==> src/rtl/round_robin_arbiter_4_if.sv <==
// Bus between requesters and the 4-way round-robin arbiter.
// Handshake: req[i] is a level held high while requester i needs the resource; gnt[i] high means i owns it this cycle.
interface round_robin_arbiter_4_if;
  logic       en;
  logic [3:0] req;
  logic [3:0] gnt;
  logic [1:0] gnt_idx;
  logic       busy;
  logic       preempt;
  logic [1:0] dbg_state;

  modport master (
    output en, req,
    input  gnt, gnt_idx, busy, preempt, dbg_state
  );

  modport slave (
    input  en, req,
    output gnt, gnt_idx, busy, preempt, dbg_state
  );
endinterface

==> src/rtl/round_robin_arbiter_4.sv <==
// Four-requester round-robin arbiter with bounded tenure (HOLD_MAX) and a one-cycle
// turnaround gap after every grant.
module round_robin_arbiter_4 #(
  parameter int unsigned HOLD_MAX = 8
) (
  input  logic                    clk,
  input  logic                    reset,
  round_robin_arbiter_4_if.slave  bus
);

  typedef enum logic [1:0] {
    IDLE  = 2'b00,
    GRANT = 2'b01,
    GAP   = 2'b10
  } state_e;

  localparam logic [7:0] CNT_LAST = 8'(HOLD_MAX - 1);

  state_e     state_q;
  logic [1:0] ptr_q;
  logic [1:0] idx_q;
  logic [7:0] cnt_q;
  logic [3:0] gnt_q;
  logic       pre_q;

  logic       win_valid;
  logic [1:0] win_idx;
  logic [1:0] cand;

  // Walk from the farthest offset down so the one closest to ptr_q is kept.
  always_comb begin
    win_valid = 1'b0;
    win_idx   = ptr_q;
    cand      = ptr_q;
    for (int i = 3; i >= 0; i--) begin
      cand = ptr_q + 2'(i);
      if (bus.req[cand]) begin
        win_valid = 1'b1;
        win_idx   = cand;
      end
    end
  end

  always_ff @(posedge clk) begin
    if (reset) begin
      state_q <= IDLE;
      ptr_q   <= 2'd0;
      idx_q   <= 2'd0;
      cnt_q   <= 8'd0;
      gnt_q   <= 4'b0000;
      pre_q   <= 1'b0;
    end else begin
      pre_q <= 1'b0;
      case (state_q)
        IDLE, GAP: begin
          if (bus.en && win_valid) begin
            state_q <= GRANT;
            idx_q   <= win_idx;
            cnt_q   <= 8'd0;
            gnt_q   <= 4'b0001 << win_idx;
          end else begin
            state_q <= IDLE;
            gnt_q   <= 4'b0000;
          end
        end
        GRANT: begin
          // Release wins over a simultaneous timeout, so no preempt pulse then.
          if (!bus.req[idx_q] || !bus.en) begin
            state_q <= GAP;
            gnt_q   <= 4'b0000;
            ptr_q   <= idx_q + 2'd1;
          end else if (cnt_q == CNT_LAST) begin
            state_q <= GAP;
            gnt_q   <= 4'b0000;
            ptr_q   <= idx_q + 2'd1;
            pre_q   <= 1'b1;
          end else begin
            cnt_q <= cnt_q + 8'd1;
          end
        end
        default: begin
          state_q <= IDLE;
          gnt_q   <= 4'b0000;
        end
      endcase
    end
  end

  assign bus.gnt       = gnt_q;
  assign bus.gnt_idx   = idx_q;
  assign bus.busy      = (state_q != IDLE);
  assign bus.preempt   = pre_q;
  assign bus.dbg_state = state_q;

endmodule

==> src/flat_wrapper.sv <==
// flat-port wrapper written by rule: the top's interface ports become plain ports
module round_robin_arbiter_4_flat 
#(
  parameter int unsigned HOLD_MAX = 8
)
  (clk, reset, bus_en, bus_req, bus_gnt, bus_gnt_idx, bus_busy, bus_preempt, bus_dbg_state);
  round_robin_arbiter_4_if bus_i ();
  input  logic clk;
  input  logic reset;
  input wire logic [$bits(bus_i.en)-1:0] bus_en;
  input wire logic [$bits(bus_i.req)-1:0] bus_req;
  output wire logic [$bits(bus_i.gnt)-1:0] bus_gnt;
  output wire logic [$bits(bus_i.gnt_idx)-1:0] bus_gnt_idx;
  output wire logic [$bits(bus_i.busy)-1:0] bus_busy;
  output wire logic [$bits(bus_i.preempt)-1:0] bus_preempt;
  output wire logic [$bits(bus_i.dbg_state)-1:0] bus_dbg_state;
  assign bus_i.en = bus_en;
  assign bus_i.req = bus_req;
  assign bus_gnt = bus_i.gnt;
  assign bus_gnt_idx = bus_i.gnt_idx;
  assign bus_busy = bus_i.busy;
  assign bus_preempt = bus_i.preempt;
  assign bus_dbg_state = bus_i.dbg_state;
  round_robin_arbiter_4 #(.HOLD_MAX(HOLD_MAX)) u_core (.clk(clk), .reset(reset), .bus(bus_i));
endmodule
==> config.mk <==
export PLATFORM = sky130hd
export DESIGN_NAME = round_robin_arbiter_4_flat
export DESIGN_NICKNAME = d
export VERILOG_FILES = /design/src/rtl/round_robin_arbiter_4_if.sv /design/src/rtl/round_robin_arbiter_4.sv /design/src/flat_wrapper.sv
export SDC_FILE = /design/constraint.sdc
export NUM_CORES = 1
export LEC_CHECK = 0
export BUFFER_PORTS_ARGS = -buffer_cell sky130_fd_sc_hd__buf_2
export CAP_MARGIN = 20
export CORE_MARGIN = 1.5
export CORE_UTILIZATION = 30
export DETAILED_ROUTE_END_ITERATION = 6
export PLACE_DENSITY_LB_ADDON = 0.08
export SYNTH_ARGS = -nofsm -noshare
export SYNTH_HDL_FRONTEND = slang
export SYNTH_SLANG_ARGS = --single-unit
==> constraint.sdc <==
create_clock -name clk -period 1.9 [get_ports clk]
set_input_delay 0 -clock clk [delete_from_list [all_inputs] [get_ports clk]]
set_output_delay 0 -clock clk [all_outputs]
set_load 0.01 [all_outputs]
-- Word level (Yosys, flattened, before mapping)
Index checks and enable logic that the tools add are counted.
- shift operators: 1
- $add $sub $neg: 5
- reduce and logical (&&, ||, !) cells: 13
- multiplexer cells: 33
- $mul: 0
- magnitude comparators: 5
- eq/ne operators: 7
- bitwise gates (word level): 1
- divide/modulo/power cells: 0
- operator list (operator ; number):
    $mux 8 ; 3
    $mux 2 ; 8
    $pmux 8 s2 ; 1
    $lt 2x3->1 const B ; 5
    $mux 4 ; 3
    $mux 1 ; 11
    $bmux 1 s2 ; 5
    $add 8x1->8 const B ; 1
    $eq 8x3->1 const B ; 1
    $pmux 4 s2 ; 1
    $reduce_bool 2->1 ; 3
    $add 2x1->2 const B ; 2
    $add 2x2->2 const B ; 2
    $ne 2x2->1 const B ; 2
    $pmux 2 s2 ; 1
    $reduce_and 2->1 ; 2
    $reduce_and 4->1 ; 1
    $shl 1x2->4 const A ; 1
    $ne 3x1->1 const B ; 1
    $reduce_or 3->1 ; 1
    $eq 2x1->1 const B ; 1
    $eq 2x2->1 const B ; 1
    $logic_not 1->1 ; 2
    $logic_not 2->1 ; 1
    other kinds (5) ; 5
- flip-flop bits (word level): 19
- memories kept: 0
- bits of input ports: 7
- logic and storage cells: 71
- RAM bits: 0
- bits in latches: 0
- output and inout port bits: 10
- bits in read-only memories: 0

-- Depth between registers and ports, before layout
- depth after elaboration: 10
- gate-level depth with buffers: 6
- gate-level depth less buffers: 6

-- Least setup slack after synthesis
OpenSTA, ideal clock, no wires.
- kind: register to register
- from: register u_core.cnt_q[0]
- to: register u_core.ptr_q[0]
- stages on the path, launching flop included: 7
- period minus slack after synthesis: 1798 ps
- data required time: 1835 ps
- library setup time: 65 ps
- path slack: 102 ps
- data arrival time: 1733 ps
- cell sequence: dfxtp_1 -> ha_1 -> nand2_1 -> or4_4 -> a21oi_4 -> mux2_1 -> nor2_1
- longest elaborated chain between the ends: 3
- RTL lines (what ; line ; RTL):
    from (decl) ; round_robin_arbiter_4.sv:22 ; logic [7:0] cnt_q;
    from (signal assigned) ; round_robin_arbiter_4.sv:78 ; cnt_q <= cnt_q + 8'd1;
    $eq 8x3->1 ; round_robin_arbiter_4.sv:72 ; end else if (cnt_q == CNT_LAST) begin
    $reduce_bool 2->1 (no line) ; - ;
    $reduce_and 2->1 (no line) ; - ;
    to (signal assigned) ; round_robin_arbiter_4.sv:71 ; ptr_q <= idx_q + 2'd1;
    to (signal assigned) ; round_robin_arbiter_4.sv:75 ; ptr_q <= idx_q + 2'd1;
    to (decl) ; round_robin_arbiter_4.sv:20 ; logic [1:0] ptr_q;
Every way passes these cells.
A chain may end at the register's enable or synchronous reset.

-- Worst setup path after layout
- from: register u_core.cnt_q[4]
- to: register u_core.ptr_q[0]
The elaborated chain is that of the path after synthesis.

==> metrics.md <==
| Metric | Value |
|---|---|
| Int Pwr | `0.5540 mW` |
| Die Span Y | `between 60 and 70 um` |
| H-Tree Depth | `1` |
| Routed wire length | `2.200 mm` |
| Hold/Removal Path Class | `in -> reg` |
| Leakage power | `0.4857 nW` |
| Startpoint types | `flop` |
| Worst-margin pin slew | `586.3 ps` |
| Grt ovf | `0` |
| Clk root buf | `clkbuf_4` |
| Area Growth Syn to Fin | `25.92%` |
| Share of the synthesized area in the top cell type | `0.3843` |
| Syn avg cell area | `9.080 um2` |
| TritonCTS Buffers | `3` |
| Endpoint type of the worst setup path | `flop` |
| Slew margin rel. | `0.5990` |
| Layout cells sized above 1 | `0.3431` |
| Predominant post-synthesis flop cell | `dfxtp_1` |
| Final setup viols | `0` |
| GR Layer Usage met2 | `0.2003` |
| Largest cells by area after synthesis | `dfxtp_1 (38%), nor2_1 (6.4%), xnor2_1 (6.2%)` |
| Die area | `roughly 3700 um2` |
| Max FO, Critical Path | `2` |
| DR vias | `855` |
| Fill cell count | `341` |
| Comb power frac | `0.180` |
| Switching power of the nets | `0.2119 mW` |
| CTS hold repair buffers | `0` |
| Vias in the first global route | `about 800` |
| Cell variety after synth | `37` |
| Layout Nets | `~150` |
| Highest clock rate | `555.5 MHz` |
| First-pass GRT wire length | `3.622 mm` |
| GRT Total Usage | `0.1306` |
| Synth Instances | `about 110` |
| Setup CP Type | `reg -> reg` |
| Clock Tree Buf Depth | `2` |
| Final core occ | `0.4016` |
| IO Count | `17` |
| Number of synthesized flops with an enable pin | `0` |
| Number of max-cap violations | `0` |
| Site row count | `20` |
| Clock power frac | `0.266` |
| Post-route antenna net violation count | `0` |
| Clock transition at the registers of the reported paths | `110 ps` |
| Area leader, netlist | `dfxtp_1` |
| Minimum clock period | `1800 ps` |
| Most Used Layer, Global Route | `met2` |
| Fin Clk Skew | `6.989 ps` |
| Die W | `60.44 um` |
| Num Clock Sinks | `19` |
| IO buf count | `16` |
| Post-synthesis sequential area ratio | `0.3843` |
| Flops & latches, synth | `19` |
| Mapped cell area | `989.7 um2` |
| Register share of total power | `0.554` |
| Starting Density | `0.3190` |
| WP data required | `approximately 2100 ps` |
| CTS tree | `yes` |
| YS warnings | `0` |
| Met1 Use GR | `0.1834` |
| Worst VDD drop | `0.0002825 V` |
| Total core area | `3103 um2` |
| Fin. Hold Viols | `0` |
| Slew Viols, Final | `0` |
| Dpl hpwl | `1.607 mm` |
| Skew-Pair Late Insertion Delay | `300 ps` |
| Status | `finished clean` |
| Pwr per Cell Area | `614.6 nW/um2` |
| Hold Crit Start | `reset` |
| First drt pass iteration count | `4` |
| Final GP Congestion | `0.7623` |
| Routed wire per std cell | `~12 um` |
| Worst Path Arrival | `approximately 2000 ps` |
| Async SR Flop Fraction | `0` |
| Post-Syn Nets | `between 100 and 150` |
| Commonest cells in the netlist | `dfxtp_1 (19), nor2_1 (17), nand2_1 (8)` |
| Vias per cell | `about 4.7` |
| 1st-iter DRT viols | `27` |
| Largest net degree at the start of global routing | `15` |
| Routing usage on met3 | `0.03838` |
| Total power | `approximately 0.77 mW` |
| Most common cell in the netlist | `dfxtp_1` |
| Critical R2R Launch | `u_core.cnt_q[4]` |
| Sw Ratio | `0.2767` |
| Antenna Cells | `0` |
| DRC | `0` |
| Final worst path period share | `0.9475` |
| Antenna violations before repair | `0` |
| CP startpoint | `u_core.cnt_q[4]` |
[area by class of cell]
class	count	area (um2)	share of cell area
Clock buffer	3	22.52	0.01807
Clock inverter	1	5.005	0.004016
Inverter	1	3.754	0.003012
Multi-Input combinational cell	86	611.8	0.4910
Sequential cell	19	385.4	0.3092
Tap cell	44	55.05	0.04418
Timing Repair Buffer	27	162.7	0.1305
[power by group through the flow]
stage / registers, mW / logic [mW] / clock network [mW]
finish: 0.424 / 0.138 / 0.203
global route: 0.426 / 0.154 / 0.241
CTS: 0.424 / 0.134 / 0.219
detailed placement: 0.433 / 0.134 / 0
global placement: 0.433 / 0.132 / 0
floorplan: 0.437 / 0.0778 / 0
[metrics by stage]
stage                     hold slack (ps)  cells  cell area, um2  setup slack [ps]  TNS (ps)
after floorplan                     71.61    109           989.7             101.7         0
after global placement              353.2    175            1180             108.5         0
after detailed placement            362.2    175            1180             94.01         0
after CTS                           34.34    179            1207             51.22         0
after global routing                52.30    181            1246            -25.14    -25.14
final                               50.98    181            1246             99.84         0
[state kept, by name, indices dropped and copies added (netlist names)]
register	count
u_core.bus.gnt_idx	2
u_core.bus.gnt	4
u_core.bus.preempt	1
u_core.cnt_q	8
u_core.ptr_q	2
u_core.bus.dbg_state	2
[layout by cell type, fill, tap and decap left out, types with 3 or more instances in the layout]
master    count
nor2b_1       5
buf_4        11
dfxtp_1      15
nand2b_1      3
nor3_1        6
nand3_1       3
mux2i_1       4
o21ai_0       3
clkbuf_4      3
buf_2        16
xnor2_1       7
dfxtp_2       4
a21oi_1       4
nor2_1       17
nand2_1       7
[worst max-delay path: stages (launching register included)]
cell and delay [ps]:
dfxtp_2 330, or3_4 390, or4_4 450, a21oi_4 180
mux2_4 310, nor2_1 70
[per-layer routing]
layer | share of wire | wire (um)
met3 | 0.044 | 97
met5 | 0 | 0
met1 | 0.51 | 1123
met4 | 0.0082 | 18
met2 | 0.44 | 962
[final timing paths]
| path | cells past startpoint | slack [ps] | to |
|---|---|---|---|
| worst min register to register | 2 | 470 | u_core.bus.gnt[2] |
| worst min-delay path | 2 | 50 | u_core.bus.gnt_idx[0] |
| worst max register to register | 5 | 100 | u_core.ptr_q[0] |
| worst max-delay path | 5 | 100 | u_core.ptr_q[0] |
[repair_timing]
item	4_1_cts	5_1_grt
endpoints found under the hold margin	0	0
gates resized for setup	0	8
setup endpoints to repair	0	2
buffers inserted	0	2
[cells by family after synthesis]
| kind of cell | Yosys count | share of synthesized area |
|---|---|---|
| compound gates | 16 | 0.1264 |
| xor+xnor | 7 | 0.06195 |
| fa+ha+maj | 1 | 0.01264 |
| buf+inv | 4 | 0.01643 |
| flops | 19 | 0.3843 |
| mux | 5 | 0.05183 |
| simple gates | 57 | 0.3464 |
Note: power is estimated with default switching activity, not from simulation.
